===== config.mk =====
export PLATFORM = sky130hd
export DESIGN_NAME = sync_mod_counter
export DESIGN_NICKNAME = d
export VERILOG_FILES = /design/src/rtl/sync_mod_counter.sv
export SDC_FILE = /design/constraint.sdc
export NUM_CORES = 1
export LEC_CHECK = 0
export CAP_MARGIN = 10
export CORE_AREA = 2 2 39 41
export DETAILED_ROUTE_END_ITERATION = 7
export DIE_AREA = 0 0 41 43
export HOLD_SLACK_MARGIN = 0.08
export PLACE_DENSITY = 0.78
export SETUP_SLACK_MARGIN = 0.3
export SYNTH_ARGS = -nofsm -noshare
export SYNTH_HDL_FRONTEND = slang
export SYNTH_SLANG_ARGS = --single-unit

===== constraint.sdc =====
create_clock -name clk -period 3.6 [get_ports clk]
set_input_delay 0.72 -clock clk [delete_from_list [all_inputs] [get_ports clk]]
set_output_delay 0.72 -clock clk [all_outputs]
set_load 0.02 [all_outputs]

===== src/rtl/sync_mod_counter.sv =====
`default_nettype none
// ============================================================================
// Module      : sync_mod_counter
// Description : Synchronous modulo-N up/down counter with load, enable and an
//               IDLE/RUN/DONE run-mode FSM. Define SYNC_MOD_COUNTER_GRAY_EN
//               to add the registered q_gray output.
// Revision    : 1.0 - initial release
// ============================================================================
module sync_mod_counter #(
    parameter int              WIDTH   = 4,
    parameter longint unsigned MODULUS = 16
) (
    input  logic             clk,
    input  logic             rstn,
    input  logic             start,
    input  logic             stop,
    input  logic             en,
    input  logic             up_dn,
    input  logic             oneshot,
    input  logic             load,
    input  logic [WIDTH-1:0] load_val,
    output logic [WIDTH-1:0] q,
    output logic             busy,
    output logic             done,
    output logic             carry_out
`ifdef SYNC_MOD_COUNTER_GRAY_EN
    ,
    output logic [WIDTH-1:0] q_gray
`endif
);

    localparam logic [WIDTH-1:0] C_MAX_VAL = WIDTH'(MODULUS - 64'd1);
    localparam logic [WIDTH-1:0] C_ONE     = WIDTH'(1);

    typedef enum logic [1:0] {
        ST_IDLE = 2'd0,
        ST_RUN  = 2'd1,
        ST_DONE = 2'd2
    } state_t;

    state_t           state_q, state_d;
    logic [WIDTH-1:0] count_q, count_d;
    logic             busy_q, busy_d;
    logic             done_q, done_d;

    logic [WIDTH-1:0] w_tv;
    logic             w_at_tv;
    logic [WIDTH-1:0] w_load_val;
    logic [WIDTH-1:0] w_step_val;

    always_comb begin
        w_tv       = up_dn ? C_MAX_VAL : '0;
        w_at_tv    = (count_q == w_tv);
        w_load_val = (64'(load_val) >= MODULUS) ? C_MAX_VAL : load_val;
        // At the terminal value the step lands on the opposite endpoint.
        if (w_at_tv)
            w_step_val = up_dn ? '0 : C_MAX_VAL;
        else
            w_step_val = up_dn ? (count_q + C_ONE) : (count_q - C_ONE);
    end

    assign carry_out = (state_q == ST_RUN) & en & ~load & w_at_tv;

    always_comb begin
        state_d = state_q;
        count_d = count_q;
        case (state_q)
            ST_IDLE: begin
                if (start && !stop)
                    state_d = ST_RUN;
            end
            ST_RUN: begin
                if (stop)
                    state_d = ST_IDLE;
                else if (en && !load) begin
                    if (oneshot && w_at_tv)
                        state_d = ST_DONE;
                    else
                        count_d = w_step_val;
                end
            end
            ST_DONE: begin
                if (stop)
                    state_d = ST_IDLE;
                else if (start) begin
                    state_d = ST_RUN;
                    count_d = up_dn ? '0 : C_MAX_VAL;
                end
            end
            default: state_d = ST_IDLE;
        endcase
        // Load overrides every count/reload source but never blocks a transition.
        if (load)
            count_d = w_load_val;
        busy_d = (state_d == ST_RUN);
        done_d = (state_d == ST_DONE);
    end

    always_ff @(posedge clk) begin
        if (!rstn) begin
            state_q <= ST_IDLE;
            count_q <= '0;
            busy_q  <= 1'b0;
            done_q  <= 1'b0;
        end else begin
            state_q <= state_d;
            count_q <= count_d;
            busy_q  <= busy_d;
            done_q  <= done_d;
        end
    end

    assign q    = count_q;
    assign busy = busy_q;
    assign done = done_q;

`ifdef SYNC_MOD_COUNTER_GRAY_EN
    logic [WIDTH-1:0] gray_q, gray_d;

    // Encoding the next count keeps q_gray aligned with q on the same edge.
    always_comb begin
        gray_d = count_d ^ (count_d >> 1);
    end

    always_ff @(posedge clk) begin
        if (!rstn)
            gray_q <= '0;
        else
            gray_q <= gray_d;
    end

    assign q_gray = gray_q;
`endif

endmodule
`default_nettype wire


==> flow_summary_export.csv, run 1 <==
group,metric,value,unit
yosys,ys_seq_area_frac,0.268,
worst_setup_path,rrSetupSlack,1.96,ns
pwr,seqPwrFrac,0.381,
global_routing,grt_pass1_vias,558,
worst_hold_path,hold-path-endpoint,"q[1]",
yosys,synthTopCellsByCount,"dfxtp_1 (8), nand2_1 (7), nand3_1 (6)",
yosys,ys_ff_latch,8,
yosys,yosysTopAreaCell,"dfxtp_1",
global_routing,grt_first_pass_wirelength,2290,um
sta,setup_tns,0,ns
sta,maxSlewViolCount,0,
global_routing,grt_usage,0.196,
yosys,async_flop_share,0,
pwr,powerDensity,324,nW/um2
cts,cts_htree_levels,1,
pwr,clockPowerShare,0.258,
sta,fmax,318,MHz
yosys,synth_ff_type,"dfxtp_1",
drt,drt-initial-drc-count,16,
outcome,status,"complete, no violations",
placement,gp_congestion,0.781,
floorplan,coreArea,1380,um2
yosys,synthCells,67,
drt,via_per_inst,5.72,
drt,first_pass_iters,4,
floorplan,start_util,0.432,
layout,antennaDiodeCount,0,
worst_hold_path,worstHoldPathType,"reg2reg",
drt,num_vias,595,
worst_setup_path,required,2.88,ns
worst_setup_path,criticalPathCategory,"in2out",
global_routing,grt_max_degree,13,
worst_setup_path,cp-end-kind,"output pin",
yosys,synth_cell_types,34,
worst_setup_path,rr_worst_depth,6,
cts,clockBufferDepth,2,
pwr,p_switching,0.0861,mW
pwr,combPwrFrac,0.361,
yosys,ys_warn_count,0,
drt,finalWirelength,1380,um
worst_setup_path,rr_startpoint,"q[1]",
worst_setup_path,crit_chain,"clkdlybuf4s50_1 > inv_1 > ha_1 > o211a_4 > and3_2 > dlygate4sd2_1",
pwr,p_int,0.184,mW
yosys,synth_area_leaders,"dfxtp_1 (27%), nand3_1 (5.0%), a2bb2oi_4 (4.4%)",
worst_setup_path,arrival,2.43,ns
sta,period_minus_slack,3.15,ns
drt,drc,0,
worst_setup_path,cp_max_fo,6,
yosys,synth_fp_nets,82,
drt,wl_per_cell,13.3,um
worst_setup_path,crit_family,"buffers and inverters",
worst_hold_path,min_from,"q[1]",
layout,drive_above_1_share,0.136,
floorplan,ios,19,
layout,final_area,835,um2
yosys,yosysMostFrequentCell,"dfxtp_1",
worst_setup_path,crit_path_start_kind,"input port",
cts,post_cts_buffers,0,
sta,hold_violations,0,
yosys,synth_top_area_frac,0.268,
worst_setup_path,slowest_delay,0.52,ns
floorplan,rows,14,
yosys,synth_edf_count,0,
sta,timing.slew.headroom,0.745,
worst_setup_path,crit_buf_inv,3,
worst_setup_path,crit_path_top_delay_cell,"clkdlybuf4s50_1",
placement,hpwlAfterDp,1080,um
job,cap_violations,0,
global_routing,antenna_found_initial,0,
pwr,ir_drop,0.234,mV
layout,nets,105,
pwr,swShare,0.318,
placement,port_buffers,18,
cts,path_clk_slew,0.05,ns
worst_hold_path,hold_depth,2,
yosys,syn_area_per_cell,8.93,um2
cts,clock_latency,0.26,ns
sta,setup_viol,0,
pwr,power.leakage,0.343,nW
drt,antenna_left,0,
layout,area.growth.synth_to_final,39.5,%
cts,cts_buffers,3,
worst_setup_path,r2r-end,"q[3]",
floorplan,dieWidth,41,um
cts,cts.sinks,8,
yosys,syn-cell-area,598,um2
sta,rsz0062_at_grt,"false",
sta,fin_skew,0.00472,ns
global_routing,overflow,0,
floorplan,dieArea,1760,um2
floorplan,fp.dieH,43,um
placement,post_dp_cell_area,801,um2
cts,root_buffer,"clkbuf_4",
sta,period_share,0.874,
cts,cts_tree,"built",
sta,worst_pin_slew,0.381,ns
tightest hold or removal path: stages, from the launching register on:
cell,delay [ns]
dfxtp_1,0.35
nand2_1,0.07
o22ai_1,0.07
worst max path at each step:
stage          start   endpoint  slack, ns  cells past startpoint
2_1_floorplan  up_dn  carry_out       1.23                      4
3_3_place_gp   up_dn  carry_out       0.20                      6
3_5_place_dp   up_dn  carry_out       0.16                      6
4_1_cts        up_dn  carry_out       0.45                      6
5_1_grt        up_dn  carry_out       0.35                      6
6_report       up_dn  carry_out       0.45                      6
metal layers:
metal	global-route usage	share of wire	wire, um	up-vias
li1	-	-	-	290
met1	0.223	0.43	600	282
met2	0.300	0.49	676	19
met3	0.0942	0.054	74	4
met4	0.0800	0.021	29	0
met5	0	0	0	-
metrics by stage:
| stage | cells | power (mW) | hold slack, ns | setup WS [ns] | utilization |
|---|---|---|---|---|---|
| after floorplan | 67 | 0.162 | 0.579 | 1.23 | - |
| after global placement | 101 | 0.197 | 0.526 | 0.203 | 0.579 |
| after detailed placement | 101 | 0.199 | 0.538 | 0.158 | 0.579 |
| after CTS | 104 | 0.272 | 0.549 | 0.448 | 0.603 |
| after global routing | 104 | 0.290 | 0.568 | 0.350 | 0.603 |
| final | 104 | 0.271 | 0.550 | 0.454 | 0.603 |
area by class of cell:
type                       count  area, um2
clock buffer                   3       22.5
fill                         125        549
inverter                       2       7.51
multi-input combinational     56        438
sequential                     8        160
tap                           16       20.0
timing repair buffer          19        186
layout by cell type (no fill, tap or decap), types with 3 or more instances in the layout:
cell type / instances
a21oi_1: 3
nor2b_1: 3
nand3_1: 6
clkbuf_4: 3
and3b_1: 3
dfxtp_1: 8
nand2_1: 7
o21ai_0: 5
clkdlybuf4s50_1: 17
cell families (layout without fill, tap and decap cells):
| logic type | count (synthesis) | count (layout) | share of synthesized area |
|---|---|---|---|
| multiplexers | 1 | 1 | 0.0167 |
| buffers and inverters | 3 | 24 | 0.0209 |
| AND/OR/NAND/NOR | 32 | 32 | 0.347 |
| flip-flops | 8 | 8 | 0.268 |
| XOR/XNOR | 2 | 2 | 0.0293 |
| AO/OA/AOI/OAI | 18 | 18 | 0.243 |
| adder cells (fa/ha/maj) | 3 | 3 | 0.0753 |
repair_timing:
action / 4_1_cts / 5_1_grt
setup endpoints to repair: 1 / 0
resized for setup: 2 / 0
hold buffers: 0 / 0
hold endpoints to repair: 0 / 0
registers in the layout, indices dropped and copies added, names as in the netlist:
| signal | flops |
|---|---|
| q | 4 |
| done | 1 |
| busy | 1 |
| state_q | 2 |
power by group through the flow:
stage / Clock (mW) / Sequential (mW) / Combinational, mW
6_report: 0.0699 / 0.103 / 0.0977
5_1_grt: 0.0783 / 0.104 / 0.107
4_1_cts: 0.0709 / 0.103 / 0.0978
3_5_place_dp: 0 / 0.104 / 0.0943
3_3_place_gp: 0 / 0.104 / 0.0924
2_1_floorplan: 0 / 0.109 / 0.0527
(Power assumes the default switching activity.)
==> inputs of run 2 (changes only) <==
--- a/config.mk
+++ b/config.mk
@@ -12,6 +12,7 @@
 export HOLD_SLACK_MARGIN = 0.08
 export PLACE_DENSITY = 0.78
 export SETUP_SLACK_MARGIN = 0.3
+export SLEW_MARGIN = 20
 export SYNTH_ARGS = -nofsm -noshare
 export SYNTH_HDL_FRONTEND = slang
 export SYNTH_SLANG_ARGS = --single-unit
==> results of run 2 <==
Same layout as run 1: the final DEF is identical, and so are final timing and power.
